===== src/rtl/dec2bin.sv =====
// Packed BCD to binary converter: one multiply-by-10-and-add per clock,
// built from shifts and adds, with valid/ready handshakes on both sides.
module dec2bin #(
  parameter int NUM_DIGITS = 10,
  parameter int WIDTH      = 32
) (
  input  logic                    clk,
  input  logic                    rst_n,
  input  logic [4*NUM_DIGITS-1:0] bcd_in,
  input  logic                    in_valid,
  output logic                    in_ready,
  output logic [WIDTH-1:0]        bin_out,
  output logic                    out_valid,
  input  logic                    out_ready,
  output logic                    overflow,
  output logic                    bad_digit,
  output logic                    busy
);

  localparam int SW = 4 * NUM_DIGITS;
  localparam int CW = $clog2(NUM_DIGITS) + 1;
  localparam logic [CW-1:0] LAST = CW'(NUM_DIGITS - 1);

  typedef enum logic [1:0] {
    IDLE = 2'd0,
    CONV = 2'd1,
    DONE = 2'd2
  } state_e;

  state_e           state_q;
  logic [SW-1:0]    sr_q;
  logic [WIDTH-1:0] acc_q;
  logic [CW-1:0]    cnt_q;
  logic             ovf_q;
  logic             bad_q;
  logic [WIDTH-1:0] bin_q;
  logic             in_ready_q;
  logic             out_valid_q;
  logic             busy_q;

  logic [3:0]       dig_d;
  logic [WIDTH+3:0] ext_d;
  logic [WIDTH+3:0] nxt_d;
  logic             ovf_d;
  logic             bad_d;

  // acc*10 + d as (acc<<3)+(acc<<1)+d, four guard bits catch overflow
  always_comb begin
    dig_d = sr_q[SW-1 -: 4];
    ext_d = {4'b0, acc_q};
    nxt_d = (ext_d << 3) + (ext_d << 1) + {{WIDTH{1'b0}}, dig_d};
    ovf_d = ovf_q | (nxt_d[WIDTH+3:WIDTH] != 4'd0);
    bad_d = bad_q | (dig_d > 4'd9);
  end

  always_ff @(posedge clk or negedge rst_n) begin
    if (!rst_n) begin
      state_q     <= IDLE;
      sr_q        <= '0;
      acc_q       <= '0;
      cnt_q       <= '0;
      ovf_q       <= 1'b0;
      bad_q       <= 1'b0;
      bin_q       <= '0;
      in_ready_q  <= 1'b1;
      out_valid_q <= 1'b0;
      busy_q      <= 1'b0;
    end else begin
      unique case (state_q)
        IDLE: begin
          if (in_valid) begin
            state_q    <= CONV;
            sr_q       <= bcd_in;
            acc_q      <= '0;
            cnt_q      <= '0;
            ovf_q      <= 1'b0;
            bad_q      <= 1'b0;
            in_ready_q <= 1'b0;
            busy_q     <= 1'b1;
          end
        end
        CONV: begin
          acc_q <= nxt_d[WIDTH-1:0];
          ovf_q <= ovf_d;
          bad_q <= bad_d;
          sr_q  <= sr_q << 4;
          cnt_q <= cnt_q + 1'b1;
          if (cnt_q == LAST) begin
            state_q     <= DONE;
            bin_q       <= nxt_d[WIDTH-1:0];
            busy_q      <= 1'b0;
            out_valid_q <= 1'b1;
          end
        end
        DONE: begin
          if (out_ready) begin
            state_q     <= IDLE;
            out_valid_q <= 1'b0;
            in_ready_q  <= 1'b1;
          end
        end
        default: begin
          state_q     <= IDLE;
          in_ready_q  <= 1'b1;
          out_valid_q <= 1'b0;
          busy_q      <= 1'b0;
        end
      endcase
    end
  end

  assign in_ready  = in_ready_q;
  assign out_valid = out_valid_q;
  assign busy      = busy_q;
  assign bin_out   = bin_q;
  assign overflow  = ovf_q;
  assign bad_digit = bad_q;

endmodule


===== config.mk =====
export PLATFORM = sky130hd
export DESIGN_NAME = dec2bin
export DESIGN_NICKNAME = d
export VERILOG_FILES = /design/src/rtl/dec2bin.sv
export SDC_FILE = /design/constraint.sdc
export NUM_CORES = 1
export LEC_CHECK = 0
export ABC_AREA = 1
export CORE_MARGIN = 2
export CORE_UTILIZATION = 40
export CTS_BUF_LIST = sky130_fd_sc_hd__clkbuf_8
export DETAILED_ROUTE_END_ITERATION = 6
export HOLD_SLACK_MARGIN = 0.12
export PLACE_DENSITY = 0.7
export SYNTH_ARGS = -nofsm -noshare
export SYNTH_HDL_FRONTEND = slang
export SYNTH_SLANG_ARGS = --single-unit

===== constraint.sdc =====
create_clock -name clk -period 7.6 [get_ports clk]
set_clock_uncertainty 0.05 [all_clocks]
set_input_delay 1.14 -clock clk [delete_from_list [all_inputs] [get_ports clk]]
set_output_delay 1.14 -clock clk [all_outputs]
set_load 0.01 [all_outputs]

-- Word-level counts from Yosys, hierarchy flattened
Cells that the tools add are included.
- flip-flop bits (word level): 116
- input port bits: 44
- output and inout bits: 37
- logic and storage cells: 55
- add/sub/neg operators: 3
- $lt $le $gt $ge: 1
- equal/unequal tests: 6
- multiplexer cells: 21
- bitwise gates (word level): 5
- reduce and logical (&&, ||, !) cells: 9
- operators with widths (kind ; number):
    40-bit case mux with 2 select lines ; 1
    32-bit case mux with 2 select lines ; 1
    40-bit two-way mux ; 1
    35-bit by 33-bit adder with 36-bit output ; 1
    36-bit by 4-bit adder with 36-bit output ; 1
    32-bit two-way mux ; 1
    3-bit AND reduction ; 4
    5-bit case mux with 2 select lines ; 1
    1-bit case mux with 3 select lines ; 3
    1-bit two-way mux ; 6
    2-bit two-way mux ; 3
    2-bit != test (second input constant) ; 3
    2-bit case mux with 3 select lines ; 1
    5-bit by 1-bit adder with 5-bit output (second input constant) ; 1
    5-bit by 4-bit equality test with 1-bit output (second input constant) ; 1
    5-bit two-way mux ; 1
    4-bit greater-than comparator (second input constant) ; 1
    1-bit case mux with 2 select lines ; 2
    2-bit AND reduction ; 2
    4-bit nonzero test ; 1
    1-bit NOT ; 3
    2-bit by 1-bit equality test with 1-bit output (second input constant) ; 1
    2-bit equality test (second input constant) ; 1
    2-bit logical NOT ; 1
    other kinds (2) ; 3

-- Logic depth before layout (Yosys ltp)
- word-level depth: 5
- depth in mapped cells: 19
- gate-level depth less buffers: 19

-- Worst setup path after synthesis
No wires, ideal clock.
- path type: reg-to-reg
- start point: reg acc_q[0]
- end point: reg ovf_q, in the netlist overflow
- library setup time: 0.116 ns
- data arrival time: 2.239 ns
- data required time: 7.434 ns
- slack: 5.194 ns
- cell stages (with the launch flop): 18
- buffers on the path: 0
- period minus slack after synthesis: 2.406 ns
- path through: dfrtp_1 inv_1 fa_1 fa_1 inv_1 nand2_1 nand2_1 nand3_1 nand2_1 nand2_1 nand2_2 nand2_1 nand3_1 nand2_1 nor2_1 nand2_1 nand2_1 nand2_1
- longest elaborated chain between the ends: 5
- RTL lines (item ; RTL line ; source):
    from (decl) ; 32 ; logic [WIDTH-1:0] acc_q;
    from (signal assigned) ; 83 ; acc_q <= nxt_d[WIDTH-1:0];
    35-bit by 33-bit adder with 36-bit output ; 51 ; nxt_d = (ext_d << 3) + (ext_d << 1) + {{WIDTH{1'b0}}, dig_d};
    36-bit by 4-bit adder with 36-bit output ; 51 ;
    4-bit nonzero test ; 52 ; ovf_d = ovf_q | (nxt_d[WIDTH+3:WIDTH] != 4'd0);
    1-bit OR ; 52 ;
    1-bit case mux with 2 select lines ; 69 ; unique case (state_q)
    to (signal assigned) ; 84 ; ovf_q <= ovf_d;
    to (decl) ; 34 ; logic ovf_q;
Every way passes these cells.
A chain may end at the register's enable or synchronous reset.

-- Final worst setup path
- start point: in in_valid
- end point: reg sr_q[39]
- longest elaborated chain between the ends: 2
- RTL lines (item ; RTL line ; source):
    from (decl) ; 10 ; input logic in_valid,
    2-bit != test (no line) ; n/a ;
    2-bit AND reduction (no line) ; n/a ;
    to (signal assigned) ; 73 ; sr_q <= bcd_in;
    to (signal assigned) ; 86 ; sr_q <= sr_q << 4;
    to (decl) ; 31 ; logic [SW-1:0] sr_q;
Every way passes these cells.

==> impl_metrics.csv <==
group,metric,value,unit
synthesis,async_flop_share,100,%
synthesis,synth.ff_latch_count,116,
cells_and_area,multi_input_area,3880,sq um
worst_setup_path,critPathKind,"input pin to register",
timing,slew_headroom,36.7,%
routing,vias_per_cell,4.95,
worst_setup_path,cp-end-kind,"register",
status,status,"finished clean",
routing,drt-initial-drc-count,397,
routing,postRouteAntennaNets,0,
routing,route.met2.wl,8310,microns
clock_network,ctsHoldBuffers,0,
synthesis,yosysWarnings,0,
synthesis,synthesis.area,7270,sq um
clock_network,postCtsSetupBuffers,0,
cells_and_area,nNetsFinal,1133,
synthesis,synth_seq_area_share,40.0,%
hold_path,hp-class,"register to register",
synthesis,synth.most_common_cell,"nand2_1",
timing,final-hold-violation-count,0,
grt,grt_use_total,19.2,%
routing,firstDrtPassIters,5,
timing,rsz0062_at_grt,"no",
job,max_cap_violations,0,
routing,drc,0,
floorplanning,placementRows,49,
floorplanning,ios,81,
routing,wl_met3,685,microns
synthesis,ys.flop_type,"dfrtp_1",
floorplanning,core,17900,sq um
timing,setup_tns,0,ns
cells_and_area,seq_area,2900,sq um
floorplanning,dieHeight,139,microns
clock_network,ctsHtreeMaxLevel,4,
timing,post-route-period-util,38.5,%
clock_network,cts_tree,"yes",
synthesis,syn_inst,942,
grt,grt_start_max_net_pins,75,
grt,antenna_found_initial,0,
timing,max_freq,342,MHz
cells_and_area,areaGrowthSynthToFinish,20.4,%
synthesis,synth_top_area_share,39.6,%
synthesis,synthTopCellsByArea,"dfrtp_1 (40%), nand2_1 (18%), ha_1 (11%)",
worst_setup_path,cp.required,7.92,ns
clock_network,clk_pin_slew,0.07,ns
synthesis,yosysTopAreaCell,"dfrtp_1",
timing,tightest_slew,0.949,ns
synthesis,synth_commonest_cells,"nand2_1 (341), dfrtp_1 (115), inv_1 (86)",
grt,grt_pass1_vias,6219,
worst_setup_path,crit_fanout,35,
grt,grt_pass1_wl,30000,microns
clock_network,cts_sinks,116,
cells_and_area,n_fill_cell,1790,
routing,wire_per_inst,14.1,microns
floorplanning,initial_utilization,40.6,%
floorplanning,die_w,139,microns
place,hpwl,13300,microns
timing,setup_violations,0,
synthesis,avgSynthCellArea,7.71,sq um
cells_and_area,antenna_cells,0,
worst_setup_path,critPathLaunchType,"input pin",
worst_setup_path,cp.arrival,3.24,ns
grt,overflow,0,
synthesis,synth_cell_type_count,45,
timing,drv_slew,0,
clock_network,cts_buffers,17,
routing,met1_length,8270,microns
clock_network,clock_latency,0.46,ns
routing,wl,17800,microns
clock_network,clk_path_buf_depth,2,
clock_network,ctsRootBufferMaster,"clkbuf_8",
floorplanning,die_area,19300,sq um
timing,layout_min_cycle_time,2.93,ns
place,gp_congestion,0.928,
cells_and_area,drive_gt1_share,9.28,%
routing,vias,6254,
place,portBuffers,80,
synthesis,synth_nets,1053,
routing,top_layer,"met4",
synthesis,synth-edff-count,0,
clock_network,ctsResizeCount,0,
[layout by cell type, fill, tap and decap left out, types with 6 or more instances in the layout]
cell type        count
a21oi_1             26
a22oi_1             16
buf_4                6
clkbuf_8            20
clkdlybuf4s50_1     79
dfrtp_1            115
ha_1                65
inv_1               90
inv_2               14
nand2_1            340
nand2_2             23
nand3_1             40
nor2_1              42
nor2_2               9
nor3_1              12
o211ai_1            15
o21ai_0             44
xnor2_1             14
xor2_1               6
[registers in the layout, indices dropped and copies added (netlist names)]
signal and cells:
out_valid 1, in_ready 1, overflow 1, bin_out 32
busy 1, sr_q 40, cnt_q 5, acc_q 32
bad_digit 1, state_q 2
[critical path, stage by stage]
cell             delay [ns]
clkdlybuf4s50_1        0.43
nand2_1                0.11
nor2_2                 0.06
nor2_4                 0.58
buf_4                  0.47
inv_2                  0.21
o211ai_1               0.21
[logic make-up after synthesis]
group,Yosys count,synth area share [%]
AOI/OAI and AO/OA,124,10.4
xor gates and xnor gates,20,2.41
adders and majority gates,67,11.7
buffers and inverters,124,6.63
DFF,116,40.0
muxes,1,0.138
and+or+nand+nor,490,28.7
[layout make-up]
class	instances	area share [%]
Tap cell	229	3.28
Inverter	100	4.29
Timing Repair Buffer	85	9.56
Clock inverter	12	2.13
Sequential cell	116	33.2
Clock buffer	20	3.15
Multi-Input combinational cell	702	44.4
[through the flow]
stage,hold WS [ns],instance area [sq um],worst slack [ns],utilization [%],std cells
final,0.424,8750,4.67,48.9,1264
after floorplan,0.392,7270,5.19,-,942
after CTS,0.424,8750,4.67,48.9,1264
after detailed placement,0.413,8290,4.21,46.3,1232
after global routing,0.452,8750,4.48,48.9,1264
after global placement,0.412,8290,4.24,46.3,1232
[per-layer routing]
layer / GRT usage, % / up-vias
li1: - / 3207
met1: 25.0 / 2900
met2: 31.5 / 117
met3: 4.01 / 30
met4: 7.44 / 0
met5: 0 / -
[worst paths after layout]
kind,start,end,slack (ns),depth (start not counted)
min in group asynchronous,rst_n,sr_q[12]$_DFFE_PN0P_,0.62,1
max in group asynchronous,rst_n,acc_q[10]$_DFFE_PN0P_,5.51,2
hold reg to reg,state_q[0]$_DFFE_PN0P_,state_q[1]$_DFFE_PN0P_,0.42,1
setup reg to reg,acc_q[0]$_DFFE_PN0P_,bin_out[22]$_DFFE_PN0P_,4.81,14
hold / removal,state_q[0]$_DFFE_PN0P_,state_q[1]$_DFFE_PN0P_,0.42,1
setup / recovery,in_valid,sr_q[39]$_DFFE_PN0P_,4.67,7
Power is not shown: default switching activity piles up to over one toggle a cycle in this logic, so the estimate is an artifact.
